==> config.mk <==
export PLATFORM = sky130hd
export DESIGN_NAME = fft_mag_peak_flat
export DESIGN_NICKNAME = d
export VERILOG_FILES = /design/src/rtl/fft_pkg.sv /design/src/rtl/fft_mag_peak_if.sv /design/src/rtl/fft_mag_sq.sv /design/src/rtl/fft_mag_peak.sv /design/src/flat_wrapper.sv
export SDC_FILE = /design/constraint.sdc
export NUM_CORES = 1
export LEC_CHECK = 0
export ABC_AREA = 0
export BUFFER_PORTS_ARGS = -buffer_cell sky130_fd_sc_hd__buf_2
export CORE_MARGIN = 2
export CORE_UTILIZATION = 37
export DETAILED_ROUTE_END_ITERATION = 7
export PLACE_DENSITY_LB_ADDON = 0.12
export SKIP_CTS_REPAIR_TIMING = 1
export SYNTH_ARGS = -nofsm -noshare
export SYNTH_HDL_FRONTEND = slang
export SYNTH_SLANG_ARGS = --single-unit
==> constraint.sdc <==
create_clock -name clk -period 8.3 [get_ports clk]
set_input_delay 2.075 -clock clk [delete_from_list [all_inputs] [get_ports clk]]
set_output_delay 2.075 -clock clk [all_outputs]
set_load 0.005 [all_outputs]
==> src/rtl/fft_pkg.sv <==
// Shared constants and tracker state encoding for the FFT magnitude/peak stage.
package fft_pkg;
    localparam int NBINS_DEF = 128;
    localparam int DW_DEF    = 8;
    localparam int IDXW_DEF  = 7;

    localparam int RE_MSB = 15;
    localparam int RE_LSB = 8;
    localparam int IM_MSB = 7;
    localparam int IM_LSB = 0;

    typedef enum logic [2:0] {
        ST_IDLE   = 3'b001,
        ST_ACC    = 3'b010,
        ST_REPORT = 3'b100
    } state_e;
endpackage

==> src/rtl/fft_mag_peak_if.sv <==
// Bin input stream plus power stream and peak report outputs of fft_mag_peak.
interface fft_mag_peak_if
    import fft_pkg::*;
#(
    parameter int DW   = DW_DEF,
    parameter int IDXW = IDXW_DEF
);
    logic            in_valid;
    logic [2*DW-1:0] in_data;
    logic            mag_valid;
    logic [2*DW-1:0] mag_out;
    logic [IDXW-1:0] mag_idx;
    logic            peak_valid;
    logic [IDXW-1:0] peak_idx;
    logic [2*DW-1:0] peak_mag;
    logic            busy;

    modport master (
        output in_valid, in_data,
        input  mag_valid, mag_out, mag_idx, peak_valid, peak_idx, peak_mag, busy
    );

    modport slave (
        input  in_valid, in_data,
        output mag_valid, mag_out, mag_idx, peak_valid, peak_idx, peak_mag, busy
    );
endinterface

==> src/rtl/fft_mag_sq.sv <==
// Two-stage re^2 + im^2 pipeline; bin index and valid travel alongside the data.
module fft_mag_sq
    import fft_pkg::*;
#(
    parameter int DW   = DW_DEF,
    parameter int IDXW = IDXW_DEF
) (
    input  logic            clk,
    input  logic            rst,
    input  logic            in_valid,
    input  logic [2*DW-1:0] in_data,
    input  logic [IDXW-1:0] in_idx,
    output logic            s1_valid,
    output logic            mag_valid,
    output logic [2*DW-1:0] mag_out,
    output logic [IDXW-1:0] mag_idx
);
    // Squares are kept at 2*DW-1 bits: (-128)^2 = 16384 needs the extra bit.
    logic signed [DW-1:0]   re_s, im_s;
    logic signed [2*DW-2:0] re_x_s, im_x_s, re_p_s, im_p_s;
    logic [2*DW-2:0]        re_sq_r, im_sq_r;
    logic [IDXW-1:0]        idx1_r, idx2_r;
    logic                   v1_r, v2_r;
    logic [2*DW-1:0]        mag_r;

    // Sign-extend the components and square them.
    always_comb begin
        re_s   = in_data[RE_MSB:RE_LSB];
        im_s   = in_data[IM_MSB:IM_LSB];
        re_x_s = {{(DW-1){re_s[DW-1]}}, re_s};
        im_x_s = {{(DW-1){im_s[DW-1]}}, im_s};
        re_p_s = re_x_s * re_x_s;
        im_p_s = im_x_s * im_x_s;
    end

    // Stage 1: register the squares and the sideband.
    always_ff @(posedge clk) begin
        if (rst) begin
            v1_r    <= 1'b0;
            re_sq_r <= {(2*DW-1){1'b0}};
            im_sq_r <= {(2*DW-1){1'b0}};
            idx1_r  <= {IDXW{1'b0}};
        end else begin
            v1_r <= in_valid;
            if (in_valid) begin
                re_sq_r <= re_p_s;
                im_sq_r <= im_p_s;
                idx1_r  <= in_idx;
            end
        end
    end

    // Stage 2: sum of squares; cannot overflow 2*DW bits.
    always_ff @(posedge clk) begin
        if (rst) begin
            v2_r   <= 1'b0;
            mag_r  <= {(2*DW){1'b0}};
            idx2_r <= {IDXW{1'b0}};
        end else begin
            v2_r <= v1_r;
            if (v1_r) begin
                mag_r  <= {1'b0, re_sq_r} + {1'b0, im_sq_r};
                idx2_r <= idx1_r;
            end
        end
    end

    assign s1_valid  = v1_r;
    assign mag_valid = v2_r;
    assign mag_out   = mag_r;
    assign mag_idx   = idx2_r;
endmodule

==> src/rtl/fft_mag_peak.sv <==
// Per-bin power stream and per-frame peak tracker behind the 128-point FFT.
// Optional macro FFT_PEAK_HALF_SPECTRUM_EN restricts the peak search to bins 1..NBINS/2-1.
module fft_mag_peak
    import fft_pkg::*;
#(
    parameter int NBINS = NBINS_DEF,
    parameter int DW    = DW_DEF,
    parameter int IDXW  = IDXW_DEF
) (
    input  logic          clk,
    input  logic          rst,
    fft_mag_peak_if.slave bus
);
    logic [IDXW-1:0] bin_cnt_r, bin_cnt_next_s;
    logic            s1_valid_s, mag_valid_s, in_range_s, report_s, in_flight_s, busy_r, busy_next_s;
    logic [2*DW-1:0] mag_s, cand_mag_r, cand_mag_next_s, peak_mag_r;
    logic [IDXW-1:0] mag_idx_s, cand_idx_r, cand_idx_next_s, peak_idx_r;
    state_e          state_r, state_next_s;

`ifdef FFT_PEAK_HALF_SPECTRUM_EN
    localparam logic [IDXW-1:0] FIRST_IDX = IDXW'(1);
    localparam logic [IDXW-1:0] LAST_IDX  = IDXW'(NBINS/2 - 1);
    assign in_range_s = (mag_idx_s != {IDXW{1'b0}}) && (mag_idx_s <= LAST_IDX);
`else
    localparam logic [IDXW-1:0] FIRST_IDX = {IDXW{1'b0}};
    localparam logic [IDXW-1:0] LAST_IDX  = IDXW'(NBINS - 1);
    assign in_range_s = 1'b1;
`endif

    fft_mag_sq #(.DW(DW), .IDXW(IDXW)) u_mag_sq (
        .clk       (clk),
        .rst       (rst),
        .in_valid  (bus.in_valid),
        .in_data   (bus.in_data),
        .in_idx    (bin_cnt_r),
        .s1_valid  (s1_valid_s),
        .mag_valid (mag_valid_s),
        .mag_out   (mag_s),
        .mag_idx   (mag_idx_s)
    );

    // Bin counter next value and the busy look-ahead.
    always_comb begin
        bin_cnt_next_s = bin_cnt_r;
        if (bus.in_valid) begin
            bin_cnt_next_s = bin_cnt_r + IDXW'(1);
        end else begin
            bin_cnt_next_s = bin_cnt_r;
        end
        busy_next_s = (bin_cnt_next_s != {IDXW{1'b0}}) || bus.in_valid || s1_valid_s;
        in_flight_s = bus.in_valid || (bin_cnt_r != {IDXW{1'b0}}) || s1_valid_s || mag_valid_s;
    end

    // Candidate update; the report uses this value so the last bin is included.
    always_comb begin
        cand_mag_next_s = cand_mag_r;
        cand_idx_next_s = cand_idx_r;
        report_s        = mag_valid_s && (mag_idx_s == LAST_IDX);
        if (mag_valid_s && in_range_s && ((mag_idx_s == FIRST_IDX) || (mag_s > cand_mag_r))) begin
            cand_mag_next_s = mag_s;
            cand_idx_next_s = mag_idx_s;
        end else begin
            cand_mag_next_s = cand_mag_r;
            cand_idx_next_s = cand_idx_r;
        end
    end

    // Tracker FSM next state.
    always_comb begin
        state_next_s = state_r;
        case (state_r)
            ST_IDLE: begin
                if (report_s)          state_next_s = ST_REPORT;
                else if (bus.in_valid) state_next_s = ST_ACC;
                else                   state_next_s = ST_IDLE;
            end
            ST_ACC, ST_REPORT: begin
                if (report_s)         state_next_s = ST_REPORT;
                else if (in_flight_s) state_next_s = ST_ACC;
                else                  state_next_s = ST_IDLE;
            end
            default: state_next_s = ST_IDLE;
        endcase
    end

    // State, counter, candidate and held peak registers.
    always_ff @(posedge clk) begin
        if (rst) begin
            state_r    <= ST_IDLE;
            bin_cnt_r  <= {IDXW{1'b0}};
            busy_r     <= 1'b0;
            cand_mag_r <= {(2*DW){1'b0}};
            cand_idx_r <= {IDXW{1'b0}};
            peak_mag_r <= {(2*DW){1'b0}};
            peak_idx_r <= {IDXW{1'b0}};
        end else begin
            state_r    <= state_next_s;
            bin_cnt_r  <= bin_cnt_next_s;
            busy_r     <= busy_next_s;
            cand_mag_r <= cand_mag_next_s;
            cand_idx_r <= cand_idx_next_s;
            if (report_s) begin
                peak_mag_r <= cand_mag_next_s;
                peak_idx_r <= cand_idx_next_s;
            end
        end
    end

    assign bus.mag_valid  = mag_valid_s;
    assign bus.mag_out    = mag_s;
    assign bus.mag_idx    = mag_idx_s;
    assign bus.peak_valid = state_r[2];
    assign bus.peak_idx   = peak_idx_r;
    assign bus.peak_mag   = peak_mag_r;
    assign bus.busy       = busy_r;
endmodule
==> src/flat_wrapper.sv <==
// flat-port wrapper written by rule: the top's interface ports become plain ports
module fft_mag_peak_flat import fft_pkg::*;
#(
    parameter int NBINS = NBINS_DEF,
    parameter int DW    = DW_DEF,
    parameter int IDXW  = IDXW_DEF
)
  (clk, rst, bus_in_valid, bus_in_data, bus_mag_valid, bus_mag_out, bus_mag_idx, bus_peak_valid, bus_peak_idx, bus_peak_mag, bus_busy);
  fft_mag_peak_if #(.DW(DW), .IDXW(IDXW)) bus_i ();
  input  logic clk;
  input  logic rst;
  input wire logic [$bits(bus_i.in_valid)-1:0] bus_in_valid;
  input wire logic [$bits(bus_i.in_data)-1:0] bus_in_data;
  output wire logic [$bits(bus_i.mag_valid)-1:0] bus_mag_valid;
  output wire logic [$bits(bus_i.mag_out)-1:0] bus_mag_out;
  output wire logic [$bits(bus_i.mag_idx)-1:0] bus_mag_idx;
  output wire logic [$bits(bus_i.peak_valid)-1:0] bus_peak_valid;
  output wire logic [$bits(bus_i.peak_idx)-1:0] bus_peak_idx;
  output wire logic [$bits(bus_i.peak_mag)-1:0] bus_peak_mag;
  output wire logic [$bits(bus_i.busy)-1:0] bus_busy;
  assign bus_i.in_valid = bus_in_valid;
  assign bus_i.in_data = bus_in_data;
  assign bus_mag_valid = bus_i.mag_valid;
  assign bus_mag_out = bus_i.mag_out;
  assign bus_mag_idx = bus_i.mag_idx;
  assign bus_peak_valid = bus_i.peak_valid;
  assign bus_peak_idx = bus_i.peak_idx;
  assign bus_peak_mag = bus_i.peak_mag;
  assign bus_busy = bus_i.busy;
  fft_mag_peak #(.NBINS(NBINS), .DW(DW), .IDXW(IDXW)) u_core (.clk(clk), .rst(rst), .bus(bus_i));
endmodule
# Word-level counts from Yosys, hierarchy flattened
# Index checks and enable logic that the tools add are counted.
# totals
mem_bits_rw	0
elab_cells	43
romBits	0
out_inout_bits	49
register_bits	119
latchBits	0
mem_count	0
# classes
n_mux	8
bitwise_logic	0
magnitude_cmp	1
shift	0
n_eq_ne	4
n_div	0
n_addsub	2
mul	2
n_reduce_logical	12
# ops
cell	count
8-bit by 8-bit multiplier with 15-bit output	2
15-bit by 15-bit adder with 16-bit output	1
16-bit greater-than comparator	1
16-bit 2-to-1 mux	1
7-bit 2-to-1 mux	2
7-bit nonzero test	2
7-bit by 1-bit adder with 7-bit output, second input constant	1
7-bit equality test, second input constant	1
7-bit logical NOT	1
1-bit logical OR	6
3-bit 2-to-1 mux	2
3-bit case mux with 2 select lines	1
2-bit 2-to-1 mux	2
3-bit by 1-bit equality test with 1-bit output, second input constant	1
3-bit by 2-bit equality test with 1-bit output, second input constant	1
3-bit equality test, second input constant	1
1-bit logical AND	2
2-bit OR reduction	1

# Logic depth before layout (Yosys ltp)
# Gate-level depths: netlist (run 1).
# depth
ltp_word	7
depth_mapped	17
depth_no_buf	17

# Modules after synthesis
# From an unflattened synthesis (run 1), not the netlist that was laid out.
# hier_totals
cells_unflattened	1144
hier_area_um2	10028.4
# by_module_without_submodules
module	cells_each	area_each_um2	n_inst
fft_mag_sq	749	6668.9	1
fft_mag_peak	395	3359.5	1

# Worst setup path after synthesis (run 1)
# No wires, ideal clock.
# synth_path
path_type	input -> register
startpoint	input port bus_in_data[6]
endpoint	register u_core.u_mag_sq.im_sq_r[13]
required_ns	8.166
arrival_time_ns	6.148
slack_ns	2.018
path_stages	17
cell_sequence	clkbuf_1 -> inv_1 -> nor2_1 -> inv_1 -> fa_1 -> inv_1 -> fa_1 -> fa_1 -> inv_1 -> fa_1 -> inv_1 -> ha_1 -> nand2_1 -> o21ai_0 -> nand4_1 -> and3_1 -> or4_1
# synth_between
elab_chain_len	1
# synth_lines
element	line_no	rtl
start, declared	flat_wrapper.sv:13	input wire logic [$bits(bus_i.in_data)-1:0] bus_in_data;
8-bit by 8-bit multiplier with 15-bit output	fft_mag_sq.sv:33	im_p_s = im_x_s * im_x_s;
end signal, assigned	fft_mag_sq.sv:41	im_sq_r <= {(2*DW-1){1'b0}};
end signal, assigned	fft_mag_sq.sv:47	im_sq_r <= im_p_s;
end, declared	fft_mag_sq.sv:21	logic [2*DW-2:0] re_sq_r, im_sq_r;
# Every way passes these cells.
# A chain may end at the register's enable or synchronous reset.

# Worst setup path after layout (run 1)
# Same ends and word-level chain as after synthesis.

==> qor.txt, run 1 <==
Root buf cell - clkbuf_16
Critical-path top delay cell - fa_1
DRC violations left - 0
Seq/Total Area, Yosys - 25.92%
Pwr/cell area - 251.7 nW/um^2
Worst EP required - 8.59 ns
EDFF count, synth - 0
Post-DP HPWL - 14,550 um
Pre-CTS WS - 1.837 ns
Pleak - 4.832 nW
Cell count after synthesis - 1,005
All-Layer GR Usage - 15.68%
Clk sink count - 117
Largest net degree at the start of global routing - 66
Min-delay worst type - flop to flop
Antenna violations before repair - 1
Clock slew at reported path FFs - 0.05 ns
Final Setup Violations - 0
Async set or reset register ratio after synthesis - 0%
PortBufs - 67
Layout cells sized above 1 - 11.28%
Post-synth cell types - 57
Unrepaired setup endpoints after global routing - no
Status - finished, final reports clean
Area delta synth->final - 13.06%
Tcrit/Tclk final - 73.02%
First-pass DRT Iterations - 4
Combinational share of power - 46.7%
Clock Path Buffers - 2
Final min period - 6.060 ns
Critical path's largest stage delay - 0.54 ns
Most used cell, CP - inv_1
Design Power - 0.002571 W
Crit. End Element - flop
Most frequent cells in the layout - 154 x inv_1, 122 x nor2_1, 117 x dfxtp_1
Global-route wire length before repair - 32,690 um
Number of global-route vias before repair - 6,537
P_int - 0.001592 W
Max Cap Viol - 0
Clock power share - 27.9%
Switching portion of total power - 38.10%
Initial DRC count - 244
Via density - 4.751
Setup TNS - 0 ns
Post-synthesis cell area - 9036 um^2
Fmax - 0.1650 GHz
Layout fillers - 2,462
Crit path launch type - primary input
DIE WIDTH - 160.3 um
Drt total wl - 18,810 um
Psw - 0.0009796 W
Post-route ant nets - 0
Commonest non-fill, non-tap cell in the layout - inv_1
Cts bufs inserted - 17
Worst-margin pin slew - 0.7384 ns
Rows - 57
Die Y - 160.3 um
Routed WL per cell - 13.55 um
Crit Path Class - primary input to flop
CTS HTree Levels - 4
Io pins - 68
Syn nets - 1,184
YS warnings - 0
Worst-path cell chain - buf_2 > inv_1 > nor2_1 > inv_1 > fa_1 > inv_1 > fa_1 > fa_1 > inv_1 > fa_1 > inv_1 > ha_1 > nand2_1 > o21ai_0 > nand4_1 > and3_1 > or4_1
Yosys reg bits - 117
Post-Route Utilization - 42.26%
Starting density of the core - 37.38%
Final #Nets - 1,230
WP data arrival - 6.35 ns
Overflow after GRT - 0
Slew HR - 50.72%
Clock skew - 0.01012 ns
RD Place Congestion - 0.7932
CORE AREA - 24,180 um^2
Final Worst Setup Slack - 2.240 ns
Avg Synthesized Cell Area - 8.991 um^2
Top_reg_cell synth - dfxtp_1
Die ar. - 25,690 um^2
Max-slew violation count - 0
Flop pwr share - 25.4%
Via count - 6,595
VDD IR max - 0.1590 mV
# diodes - 0
CTS tree - built
Final hold vios - 0
CP max FO - 8
Clk Latency, worst-skew pair - 0.42 ns
-- through the flow --
step	std cells	cell area [um^2]	hold WS (ns)
floorplan	1005	9036	0.4447
global placement	1356	9634	0.4568
detailed placement	1356	9634	0.4667
CTS	1388	10220	0.4756
global route	1388	10220	0.4956
finish	1388	10220	0.4674
-- cells in the mapped netlist (all sizes together), types with 6 or more instances --
cell type  count  area [um^2]
nand2b         9        56.30
ha            78        975.9
nand2         49        183.9
nand4          9        56.30
dfxtp        117         2342
o21a           6        45.04
o21ai         20        100.1
fa            82         1642
nor3          10        50.05
nor4           7        43.79
clkbuf        34        127.6
nand3         10        50.05
xnor2         32        280.3
nor2b         15        93.84
nor2         123        461.7
xor2           6        52.55
a211oi        29        222.7
or4            6        48.80
mux2i         54        540.5
a21oi         40        200.2
a21o           8        60.06
buf           11        57.55
and2          23        143.9
inv          154        578.1
-- area by class of cell --
| class | count | area (um^2) | area share (%) |
|---|---|---|---|
| inverters | 154 | 578.1 | 5.658 |
| flip-flops and latches | 117 | 2342 | 22.93 |
| clock inverters | 14 | 152.6 | 1.494 |
| multi-input cells | 689 | 5933 | 58.08 |
| well taps | 324 | 405.4 | 3.968 |
| clock buffers | 18 | 429.2 | 4.201 |
| repair buffers | 72 | 375.4 | 3.674 |
-- power by group through the flow --
stage	clock network (W)	logic, W	registers, W
2_1_floorplan	0	0.000974	0.000649
4_1_cts	0.000736	0.00122	0.000655
3_3_place_gp	0	0.00121	0.000668
5_1_grt	0.000764	0.00141	0.000661
3_5_place_dp	0	0.00121	0.000667
6_report	0.000716	0.00120	0.000654
-- critical path, delay by kind of cell --
family,cells,cell delay (ns)
buffers and inverters,6,0.51
and+or+nand+nor,5,1.07
adders and majority gates,5,2.42
AOI/OAI and AO/OA,1,0.26
-- final timing paths --
| check | startpoint | cells after the start | endpoint | slack, ns |
|---|---|---|---|---|
| max | bus_in_data[6] | 17 | u_core.u_mag_sq.im_sq_r[13]$_SDFFE_PP0P_ | 2.24 |
| min | u_core.u_mag_sq.im_sq_r[2]$_SDFFE_PP0P_ | 2 | u_core.u_mag_sq.im_sq_r[2]$_SDFFE_PP0P_ | 0.47 |
| max reg2reg | u_core.cand_mag_r[13]$_SDFF_PP0_ | 9 | u_core.bus.peak_mag[14]$_SDFFE_PP0P_ | 5.37 |
| min reg2reg | u_core.u_mag_sq.im_sq_r[2]$_SDFFE_PP0P_ | 2 | u_core.u_mag_sq.im_sq_r[2]$_SDFFE_PP0P_ | 0.47 |
-- logic make-up (layout without fill, tap and decap cells) --
group	after synthesis	count (layout)	share of synthesized area, %
fa+ha+maj	160	160	28.97
buf+inv	199	258	8.446
simple gates	286	286	15.23
compound gates	148	148	11.40
flops	117	117	25.92
mux	57	57	6.356
xor+xnor	38	38	3.683
-- layer usage --
| metal | up-vias | global-route usage [%] | routed length [um] |
|---|---|---|---|
| li1 | 3435 | - | - |
| met1 | 3053 | 20.98 | 9346 |
| met2 | 91 | 25.64 | 8622 |
| met3 | 16 | 3.221 | 553 |
| met4 | 0 | 4.709 | 288 |
| met5 | - | 0 | 0 |
-- state kept, by name, summed over array words and instances, names as in the netlist --
signal / count
u_core.cand_idx_r: 7
u_core.bus.busy: 1
u_core.u_mag_sq.im_sq_r: 14
u_core.u_mag_sq.mag_valid: 1
u_core.bin_cnt_r: 7
u_core.bus.peak_idx: 7
u_core.u_mag_sq.mag_idx: 7
u_core.state_r: 3
u_core.u_mag_sq.idx1_r: 7
u_core.u_mag_sq.re_sq_r: 14
u_core.cand_mag_r: 16
u_core.bus.peak_mag: 16
u_core.u_mag_sq.s1_valid: 1
u_core.u_mag_sq.mag_out: 16
Note: power is estimated with default switching activity, not from simulation.
==> inputs of run 2 (changes only) <==
Clock period 8.3 ns to 5.7 ns, I/O delays scaled along.
==> run 2 against run 1 <==
Cell count up 1.8%; clock power increased by 47%; wire length up 0.18%; critical path depth is the same; total power is 50% higher; critical path type unchanged; worst setup slack worse by 1.8 ns; first-iteration DRC count grew 14%; global-route usage down 0.28 points; sequential share of layout area shrank 0.43 points; final area up 1.9%; die area unchanged.
==> qor.txt, run 2 (synthesis gave the netlist of run 1 again) <==
Area delta synth->final - 15.22%
Cts bufs inserted - 17 (unchanged)
Pwr/cell area - 369.8 nW/um^2 (+47%)
Worst-path cell chain - buf_2 > nand2_1 > xnor2_1 > ha_1 > a31o_2 > fa_1 > fa_1 > inv_1 > fa_1 > inv_1 > ha_1 > o21a_1 > o31a_1 > o211ai_1 > a21oi_1 > or4_1 > a311oi_1
VDD IR max - 0.1881 mV (+18%)
Post-DP HPWL - 14,970 um (+2.9%)
Root buf cell - clkbuf_16
Layout fillers - 2,455 (-0.28%)
Final Setup Violations - 0 (unchanged)
Final #Nets - 1,255 (+2.0%)
First-pass DRT Iterations - 5 (+1)
Fin area - 10,410 um^2 (+1.9%)
CP max FO - 8 (unchanged)
Status - finished, final reports clean
Via density - 4.745 (-0.15%)
CP delay by family, top - adder cells
Critical path's largest stage delay - 0.55 ns (about the same)
Die ar. - 25,690 um^2 (unchanged)
Via count - 6,704 (+1.7%)
Io pins - 68 (unchanged)
CORE AREA - 24,180 um^2 (unchanged)
Hold path start - u_core.u_mag_sq.re_sq_r[10]$_SDFFE_PP0P_
Clock Path Buffers - 2 (unchanged)
Layout cells sized above 1 - 13.31% (+2.0 points)
RR Startpoint - u_core.u_mag_sq.mag_out[13]$_SDFFE_PP0P_
Rows - 57 (unchanged)
WP data arrival - 5.61 ns (-0.74 ns)
Critical Path Sink - u_core.u_mag_sq.im_sq_r[14]$_SDFFE_PP0P_
Drt total wl - 18,840 um (+0.18%)
Clock skew - 0.01224 ns (+0.002117 ns)
Number of global-route vias before repair - 6,682 (+2.2%)
Die Y - 160.3 um (unchanged)
Unrepaired setup endpoints after global routing - no
CTS HTree Levels - 4 (unchanged)
RR Endpoint - u_core.bus.peak_mag[14]$_SDFFE_PP0P_
Largest net degree at the start of global routing - 80 (+21%)
All-Layer GR Usage - 15.40% (-0.28 points)
Clk Latency, worst-skew pair - 0.42 ns (about the same)
PortBufs - 67 (unchanged)
Fmax - 0.1893 GHz
Starting density of the core - 37.38% (unchanged)
WP buf/inv - 3 (-3)
Most frequent cells in the layout - 154 x inv_1, 122 x nor2_1, 117 x dfxtp_1
Global-route wire length before repair - 32,260 um (-1.3%)
Final min period - 5.283 ns
Max Cap Viol - 0 (unchanged)
Crit. End Element - flop
Worst-margin pin slew - 0.8088 ns (+0.07040 ns)
FF-to-FF setup slack - 2.66 ns (-2.71 ns)
Max-slew violation count - 0 (unchanged)
Routed WL per cell - 13.34 um (-1.6%)
Pre-CTS WS - 0.002831 ns (-1.834 ns)
# diodes - 0 (unchanged)
DIE WIDTH - 160.3 um (unchanged)
Setup TNS - 0 ns (unchanged)
RD Place Congestion - 0.8030 (+1.2%)
CTS tree - built
DRC violations left - 0 (unchanged)
Clock slew at reported path FFs - 0.06 ns (about the same)
Crit Path Class - primary input to flop
Final hold vios - 0 (unchanged)
Pleak - 4.953 nW (+2.5%)
Dpl cell area - 9822 um^2 (+1.9%)
Commonest non-fill, non-tap cell in the layout - inv_1
Most used cell, CP - fa_1
Critical-path top delay cell - fa_1
Crit path from - bus_in_data[6]
Worst path depth - 17 (unchanged)
Worst EP required - 6.02 ns (-2.57 ns)
Overflow after GRT - 0 (unchanged)
Initial DRC count - 279 (+14%)
Worst r2r path cells - 8 (-1)
Crit path launch type - primary input
Antenna violations before repair - 0 (-1)
Clk sink count - 117 (unchanged)
Tcrit/Tclk final - 92.69%
Post-route ant nets - 0 (unchanged)
Slew HR - 46.08% (-4.6 points)
Min-delay worst type - flop to flop
Final Worst Setup Slack - 0.4167 ns (-1.823 ns)
-- run 2: cell type report --
cell class | instances | area, um^2 | share of cell area, %
clock inverters | 13 | 146.4 | 1.406
flip-flops and latches | 117 | 2342 | 22.50
clock buffers | 19 | 442.9 | 4.254
multi-input cells | 689 | 5933 | 56.99
repair buffers | 97 | 563.0 | 5.408
inverters | 154 | 578.1 | 5.552
well taps | 324 | 405.4 | 3.894
-- run 2: where the power goes --
part           total [W]  switching [W]  internal [W]  leakage (nW)
clock network    0.00105       0.000394      0.000659         0.273
registers       0.000954      0.0000616      0.000892         0.951
logic            0.00184       0.000984      0.000859          3.73
-- run 2: worst reg2reg max path, cell delays in order (launching register included) --
cell and delay, ns:
dfxtp_1 0.41, ha_1 0.28, a211oi_2 0.17, nor2_1 0.07, or4_4 0.54, o311ai_4 0.54, buf_4 0.44, mux2i_1 0.33
a211oi_1 0.11
-- run 2: worst min path at each step --
| stage | slack (ns) | end | cells after the start |
|---|---|---|---|
| finish | 0.47 | u_core.u_mag_sq.re_sq_r[10]$_SDFFE_PP0P_ | 2 |
| global route | 0.49 | u_core.u_mag_sq.re_sq_r[10]$_SDFFE_PP0P_ | 2 |
| CTS | 0.47 | u_core.u_mag_sq.re_sq_r[10]$_SDFFE_PP0P_ | 2 |
| detailed placement | 0.46 | u_core.u_mag_sq.re_sq_r[10]$_SDFFE_PP0P_ | 2 |
| global placement | 0.46 | u_core.u_mag_sq.re_sq_r[10]$_SDFFE_PP0P_ | 2 |
| floorplan | 0.44 | u_core.u_mag_sq.im_sq_r[10]$_SDFFE_PP0P_ | 2 |
-- run 2: per-stage QoR --
stage / std cells / hold WS (ns) / util (%) / power, W
finish: 1413 / 0.4668 / 43.06 / 0.003850
global route: 1413 / 0.4940 / 43.06 / 0.004224
CTS: 1413 / 0.4680 / 43.06 / 0.003924
detailed placement: 1381 / 0.4587 / 40.63 / 0.002842
global placement: 1381 / 0.4569 / 40.63 / 0.002829
floorplan: 1005 / 0.4447 / - / 0.002364
-- run 2: layer usage --
layer	global-route usage, %	vias up	share of wire, %
met5	0	-	0
met4	3.808	0	0.95
met3	2.883	13	2.7
met2	26.07	78	47
met1	20.35	3149	49
li1	-	3464	-
